**src/rtl/mem_arb_pkg.sv**
```systemverilog
// -----------------------------------------------------------------------------
// mem_arb_pkg
// Shared types and constants for the unified memory-port arbiter.
//   arb_state_e : arbiter FSM state (IDLE arbitrates, WAIT awaits the response)
//   arb_owner_e : which requester owns the single outstanding transaction
//   IF_BE_ALL   : all-ones byte-enable source for instruction fetches; users
//                 slice the low DW/8 bits
// -----------------------------------------------------------------------------
package mem_arb_pkg;

  typedef enum logic {
    ARB_IDLE = 1'b0,
    ARB_WAIT = 1'b1
  } arb_state_e;

  typedef enum logic [1:0] {
    OWN_NONE = 2'd0,
    OWN_IF   = 2'd1,
    OWN_LS   = 2'd2
  } arb_owner_e;

  // Wide enough for any practical data width; fetches always read whole words.
  localparam logic [127:0] IF_BE_ALL = '1;

endpackage : mem_arb_pkg

```
**src/rtl/mem_port_arbiter.sv**
```systemverilog
// -----------------------------------------------------------------------------
// mem_port_arbiter
// Shares one unified memory port between the instruction-fetch (IF) and
// load/store (LS) requesters. Only one transaction is outstanding at a time.
// LS has fixed priority, but after STARVE_LIMIT consecutive LS grants taken
// while IF was waiting, IF is forced to win the next arbitration.
//
// Ports
//   clk, rst_n                  clock, asynchronous active-low reset
//   if_req/if_addr              fetch request (held until if_gnt)
//   if_gnt                      fetch accepted (1-cycle pulse)
//   if_rvalid/if_rdata          fetch response (rdata is 0 when not valid)
//   ls_req/ls_we/ls_addr/
//   ls_wdata/ls_be              load/store request (held until ls_gnt)
//   ls_gnt                      load/store accepted
//   ls_rvalid/ls_rdata          load data / store completion (rdata 0 when
//                               not valid)
//   mem_req/mem_we/mem_addr/
//   mem_wdata/mem_be            request toward memory (all 0 with no winner)
//   mem_gnt                     memory accepted mem_req this cycle
//   mem_rvalid/mem_rdata        memory response for reads and writes
//   busy                        a transaction is outstanding
//   err                         sticky: response seen with nothing outstanding
// -----------------------------------------------------------------------------
module mem_port_arbiter
  import mem_arb_pkg::*;
#(
  parameter int AW           = 32,
  parameter int DW           = 32,
  parameter int STARVE_LIMIT = 4
) (
  input  logic            clk,
  input  logic            rst_n,

  input  logic            if_req,
  input  logic [AW-1:0]   if_addr,
  output logic            if_gnt,
  output logic            if_rvalid,
  output logic [DW-1:0]   if_rdata,

  input  logic            ls_req,
  input  logic            ls_we,
  input  logic [AW-1:0]   ls_addr,
  input  logic [DW-1:0]   ls_wdata,
  input  logic [DW/8-1:0] ls_be,
  output logic            ls_gnt,
  output logic            ls_rvalid,
  output logic [DW-1:0]   ls_rdata,

  output logic            mem_req,
  output logic            mem_we,
  output logic [AW-1:0]   mem_addr,
  output logic [DW-1:0]   mem_wdata,
  output logic [DW/8-1:0] mem_be,
  input  logic            mem_gnt,
  input  logic            mem_rvalid,
  input  logic [DW-1:0]   mem_rdata,

  output logic            busy,
  output logic            err
);

  localparam int BW = DW / 8;
  localparam int CW = $clog2(STARVE_LIMIT + 1);
  localparam logic [CW-1:0] CNT_MAX = CW'(STARVE_LIMIT);

  arb_state_e    r_state, w_state_nxt;
  arb_owner_e    r_owner, w_owner_nxt;
  logic [CW-1:0] r_cnt, w_cnt_nxt;
  logic          r_err, w_err_nxt;

  logic          w_if_win;
  logic          w_ls_win;

  // IF wins only when LS is absent or IF has been starved for the full limit.
  assign w_if_win = if_req && (!ls_req || (r_cnt == CNT_MAX));
  assign w_ls_win = ls_req && !w_if_win;

  // A response arriving while nothing is outstanding is a protocol error.
  assign w_err_nxt = r_err | ((r_state == ARB_IDLE) && mem_rvalid);

  always_comb begin
    // NOTE: every signal written here gets a default first so no path leaves
    // one unassigned, which would otherwise infer a latch.
    w_state_nxt = r_state;
    w_owner_nxt = r_owner;
    w_cnt_nxt   = r_cnt;

    if_gnt      = 1'b0;
    if_rvalid   = 1'b0;
    if_rdata    = '0;
    ls_gnt      = 1'b0;
    ls_rvalid   = 1'b0;
    ls_rdata    = '0;
    mem_req     = 1'b0;
    mem_we      = 1'b0;
    mem_addr    = '0;
    mem_wdata   = '0;
    mem_be      = '0;
    busy        = 1'b0;

    // NOTE: the outputs are combinational on the request inputs, so they are
    // also qualified by rst_n to hold every output at 0 during reset.
    if (rst_n) begin
      unique case (r_state)
        ARB_IDLE: begin
          if (w_if_win) begin
            mem_req  = 1'b1;
            mem_addr = if_addr;
            mem_be   = IF_BE_ALL[BW-1:0];
            if_gnt   = mem_gnt;
          end else if (w_ls_win) begin
            mem_req   = 1'b1;
            mem_we    = ls_we;
            mem_addr  = ls_addr;
            mem_wdata = ls_wdata;
            mem_be    = ls_be;
            ls_gnt    = mem_gnt;
          end

          if (if_gnt) begin
            w_state_nxt = ARB_WAIT;
            w_owner_nxt = OWN_IF;
            w_cnt_nxt   = '0;
          end else if (ls_gnt) begin
            w_state_nxt = ARB_WAIT;
            w_owner_nxt = OWN_LS;
            // Only LS grants taken while IF is actually waiting count
            // toward starvation.
            if (!if_req) begin
              w_cnt_nxt = '0;
            end else if (r_cnt != CNT_MAX) begin
              w_cnt_nxt = r_cnt + 1'b1;
            end
          end
        end

        ARB_WAIT: begin
          busy = 1'b1;
          if (mem_rvalid) begin
            if (r_owner == OWN_IF) begin
              if_rvalid = 1'b1;
              if_rdata  = mem_rdata;
            end else if (r_owner == OWN_LS) begin
              ls_rvalid = 1'b1;
              ls_rdata  = mem_rdata;
            end
            // No grant in the response cycle; arbitration resumes next cycle.
            w_state_nxt = ARB_IDLE;
            w_owner_nxt = OWN_NONE;
          end
        end

        default: begin
          w_state_nxt = ARB_IDLE;
          w_owner_nxt = OWN_NONE;
        end
      endcase
    end
  end

  // NOTE: state registers use non-blocking assignments so every flop samples
  // the pre-edge values regardless of statement order.
  always_ff @(posedge clk or negedge rst_n) begin
    if (!rst_n) begin
      r_state <= ARB_IDLE;
      r_owner <= OWN_NONE;
      r_cnt   <= '0;
      r_err   <= 1'b0;
    end else begin
      r_state <= w_state_nxt;
      r_owner <= w_owner_nxt;
      r_cnt   <= w_cnt_nxt;
      r_err   <= w_err_nxt;
    end
  end

  assign err = r_err;

  // ---------------------------------------------------------------------------
  // Architectural properties
  // ---------------------------------------------------------------------------
  a_gnt_needs_mem_gnt: assert property (@(posedge clk) disable iff (!rst_n)
    (if_gnt || ls_gnt) |-> mem_gnt);

  a_gnt_onehot: assert property (@(posedge clk) disable iff (!rst_n)
    !(if_gnt && ls_gnt));

  a_one_outstanding: assert property (@(posedge clk) disable iff (!rst_n)
    (r_state == ARB_WAIT) |-> (!mem_req && !if_gnt && !ls_gnt));

  a_if_rvalid_owner: assert property (@(posedge clk) disable iff (!rst_n)
    if_rvalid |-> (r_owner == OWN_IF));

  a_ls_rvalid_owner: assert property (@(posedge clk) disable iff (!rst_n)
    ls_rvalid |-> (r_owner == OWN_LS));

endmodule : mem_port_arbiter

```
**config.mk**
```make
export PLATFORM = sky130hd
export DESIGN_NAME = mem_port_arbiter
export DESIGN_NICKNAME = d
export VERILOG_FILES = /design/src/rtl/mem_arb_pkg.sv /design/src/rtl/mem_port_arbiter.sv
export SDC_FILE = /design/constraint.sdc
export NUM_CORES = 1
export LEC_CHECK = 0
export BUFFER_PORTS_ARGS = -buffer_cell sky130_fd_sc_hd__buf_4
export CAP_MARGIN = 0
export CORE_AREA = 2 2 109 111
export CTS_CLUSTER_DIAMETER = 120
export DETAILED_ROUTE_END_ITERATION = 12
export DIE_AREA = 0 0 111 113
export PLACE_DENSITY = 0.47
export SETUP_SLACK_MARGIN = 0.5
export SYNTH_ARGS = -nofsm -noshare
export SYNTH_HDL_FRONTEND = slang
export SYNTH_SLANG_ARGS = --single-unit
```
**constraint.sdc**
```tcl
create_clock -name clk -period 2.1 [get_ports clk]
set_input_delay 0.315 -clock clk [delete_from_list [all_inputs] [get_ports clk]]
set_output_delay 0.315 -clock clk [all_outputs]
set_load 0.01 [all_outputs]
```
==> impl_metrics.env <==
export IMPL_fmax_mhz=493
export IMPL_ctsHtreeMaxLevel=1
export IMPL_ir_worst_vdd_mv=0.256
export IMPL_clkPwrFrac=0.188
export IMPL_critPathBufInv=4
export IMPL_vias=3369
export IMPL_drtAntennaViolNets=0
export IMPL_die_h_um=113
export IMPL_cts_buffers=3
export IMPL_rsz0062_at_grt="true"
export IMPL_grt_antenna_before_repair=0
export IMPL_grt_ovfl_total=0
export IMPL_worst_pin_slew_ps=464
export IMPL_die_area_mm2=0.0125
export IMPL_hold_viol=0
export IMPL_cts_sinks=7
export IMPL_avgRoutedWirePerCell_um=19.1
export IMPL_ys_types=34
export IMPL_hold_class="input pin to flip-flop"
export IMPL_seq_power_share=0.109
export IMPL_tritoncts="done"
export IMPL_synth_nets=422
export IMPL_vias_per_cell=4.68
export IMPL_comb_power_share=0.703
export IMPL_instances_no_fill=720
export IMPL_fill_cells=1055
export IMPL_leakage_nw=2.72
export IMPL_maxSlewViolCount=0
export IMPL_io_pins=279
export IMPL_coreArea_mm2=0.0113
export IMPL_min_period_over_period=0.966
export IMPL_die_x_um=111
export IMPL_required_ps=1780
export IMPL_path_cells="inv_2 > ha_4 > a21bo_4 > buf_6 > clkbuf_16 > nand3_2 > a21oi_2 > buf_4"
export IMPL_worstSkewPairLatency_ps=230
export IMPL_powerDensity_mw_per_mm2=300
export IMPL_swShare=0.360
export IMPL_cts_root_buf="clkbuf_16"
export IMPL_worstPathMaxFanout=7
export IMPL_startpoint_type="flip-flop"
export IMPL_setup_viol=0
export IMPL_crit_slowest_cell="dfrtp_1"
export IMPL_finish_utilization=0.511
export IMPL_grt_max_degree=34
export IMPL_grt_pass1_vias=3297
export IMPL_routed_wl_mm=13.8
export IMPL_fin_nets=719
export IMPL_skew_ps=0.965
export IMPL_yosys_warnings=0
export IMPL_switchingPower_mw=0.624
export IMPL_drc=0
export IMPL_grt_total_usage=0.189
export IMPL_slowest_delay_ps=390
export IMPL_syn_area_mm2=0.00184
export IMPL_synthCells=281
export IMPL_placed_cells=680
export IMPL_relSlewSlack=0.688
export IMPL_max_cap_violations=0
export IMPL_postLayoutCellArea_mm2=0.00576
export IMPL_finalCriticalPeriod_ps=2030
export IMPL_p_int_mw=1.11
export IMPL_critical_path_top_delay_family="buffers and inverters"
export IMPL_portBuffers=278
export IMPL_synth_async_sr_flop_share=1.00
export IMPL_drt_pass1_iterations=4
export IMPL_synth_seq_cells=7
export IMPL_layout_common_cells="buf_4 (194), buf_6 (101), and2_4 (94)"
export IMPL_gp_congestion=0.879
export IMPL_rows=39
export IMPL_placed_area_mm2=0.00428
export IMPL_layout_commonest_cell="buf_4"
export IMPL_status="completed"
export IMPL_start_util=0.163
export IMPL_clk_pin_slew_ps=40
export IMPL_end_kind="output pin"
export IMPL_antenna_cells=0
export IMPL_area_growth_syn_to_layout_pct=213
export IMPL_synth_seq_area_share=0.0952
export IMPL_power_mw=1.73
export IMPL_drive_gt1_frac=0.846
export IMPL_grt_pass1_wl_mm=18.8
export IMPL_synth_edf_count=0
export IMPL_clock_path_buffers=2
export IMPL_hpwl_mm=9.21
export IMPL_syn_avg_cell_area_um2=6.55
export IMPL_arrival_ps=1710
export IMPL_drt_iter0_markers=109
export IMPL_synth_flop_cell="dfrtp_1"
export IMPL_worstSetupPathType="flip-flop to output pin"
layout make-up:
cell class / count / area, um2 / share of cell area
tap: 143 / 179 / 0.0311
sequential: 7 / 176 / 0.0306
inverter: 5 / 18.8 / 0.00326
clock buffer: 4 / 78.8 / 0.0137
timing repair buffer: 323 / 3240 / 0.562
multi-input combinational: 238 / 2070 / 0.359
cells in the mapped netlist, types with 2 or more instances:
cell       n  share of area
a21oi_1   38           0.10
a32o_1     2          0.011
and2_1    99           0.34
buf_1      3         0.0061
buf_2     12          0.033
buf_6      3          0.018
clkbuf_1  10          0.020
clkbuf_2   3         0.0082
dfrtp_1    7          0.095
ha_1       2          0.014
inv_1      5          0.010
nand2_1    6          0.012
nand3_1   32          0.087
nor2_1     5          0.010
o211ai_1  32           0.13
o21ai_0    4          0.011
registers in the layout, summed over array words and instances (netlist names):
name / flops
err: 1
r_owner: 2
r_cnt: 3
r_state: 1
metrics by stage:
stage | hold slack (ps) | setup TNS (ps) | setup WS [ps]
after floorplan | 19.4 | 0 | 436
after global placement | 171 | 0 | 294
after detailed placement | 171 | 0 | 273
after CTS | 340 | 0 | 83.9
after global routing | 352 | -26.3 | -9.13
final | 339 | 0 | 71.6
power groups by stage:
stage	sequential, mW	clock, mW	combinational (mW)
4_1_cts	0.187	0.331	1.04
6_report	0.189	0.326	1.22
3_3_place_gp	0.193	0	0.886
2_1_floorplan	0.187	0	0.431
3_5_place_dp	0.194	0	0.890
5_1_grt	0.192	0.342	1.28
what timing repair did:
action	CTS	global route
hold buffers	1	0
resized for setup	75	149
pin swaps	27	72
endpoints found under the hold margin	7	0
setup buffers	15	6
gates cloned	9	5
setup endpoints to repair	138	137
worst paths after layout:
path                            cells past startpoint           end  startpoint  slack (ps)
worst max-delay path                                8  mem_addr[29]    r_cnt[0]          70
worst min-delay path                                2           err  mem_rvalid         340
worst max register to register                      8    r_owner[1]    r_cnt[0]         490
worst min register to register                      1           err         err         460
max in group asynchronous                           2       r_state       rst_n        1210
min in group asynchronous                           2      r_cnt[0]       rst_n         620
cells by family after synthesis:
family	share of synthesized area
AOI/OAI and AO/OA	0.288
adders and majority gates	0.0136
buffers and inverters	0.0959
DFF	0.0952
and+or+nand+nor	0.508
worst register-to-register path, cell delays in order (launching register included):
cell      delay, ps
dfrtp_1         360
inv_2            50
ha_4            180
a21bo_4         250
buf_6           120
buf_8           130
buf_6           120
a311oi_2        220
a211o_1         120
routing by layer:
| layer | GRT usage | vias to the layer above | wire length (um) |
|---|---|---|---|
| met2 | 0.365 | 165 | 7620 |
| met5 | 0 | - | 0 |
| met3 | 0.0273 | 25 | 806 |
| met1 | 0.214 | 1592 | 4940 |
| met4 | 0.0567 | 0 | 408 |
| li1 | - | 1587 | - |
Power figures use the tool's default switching activity.
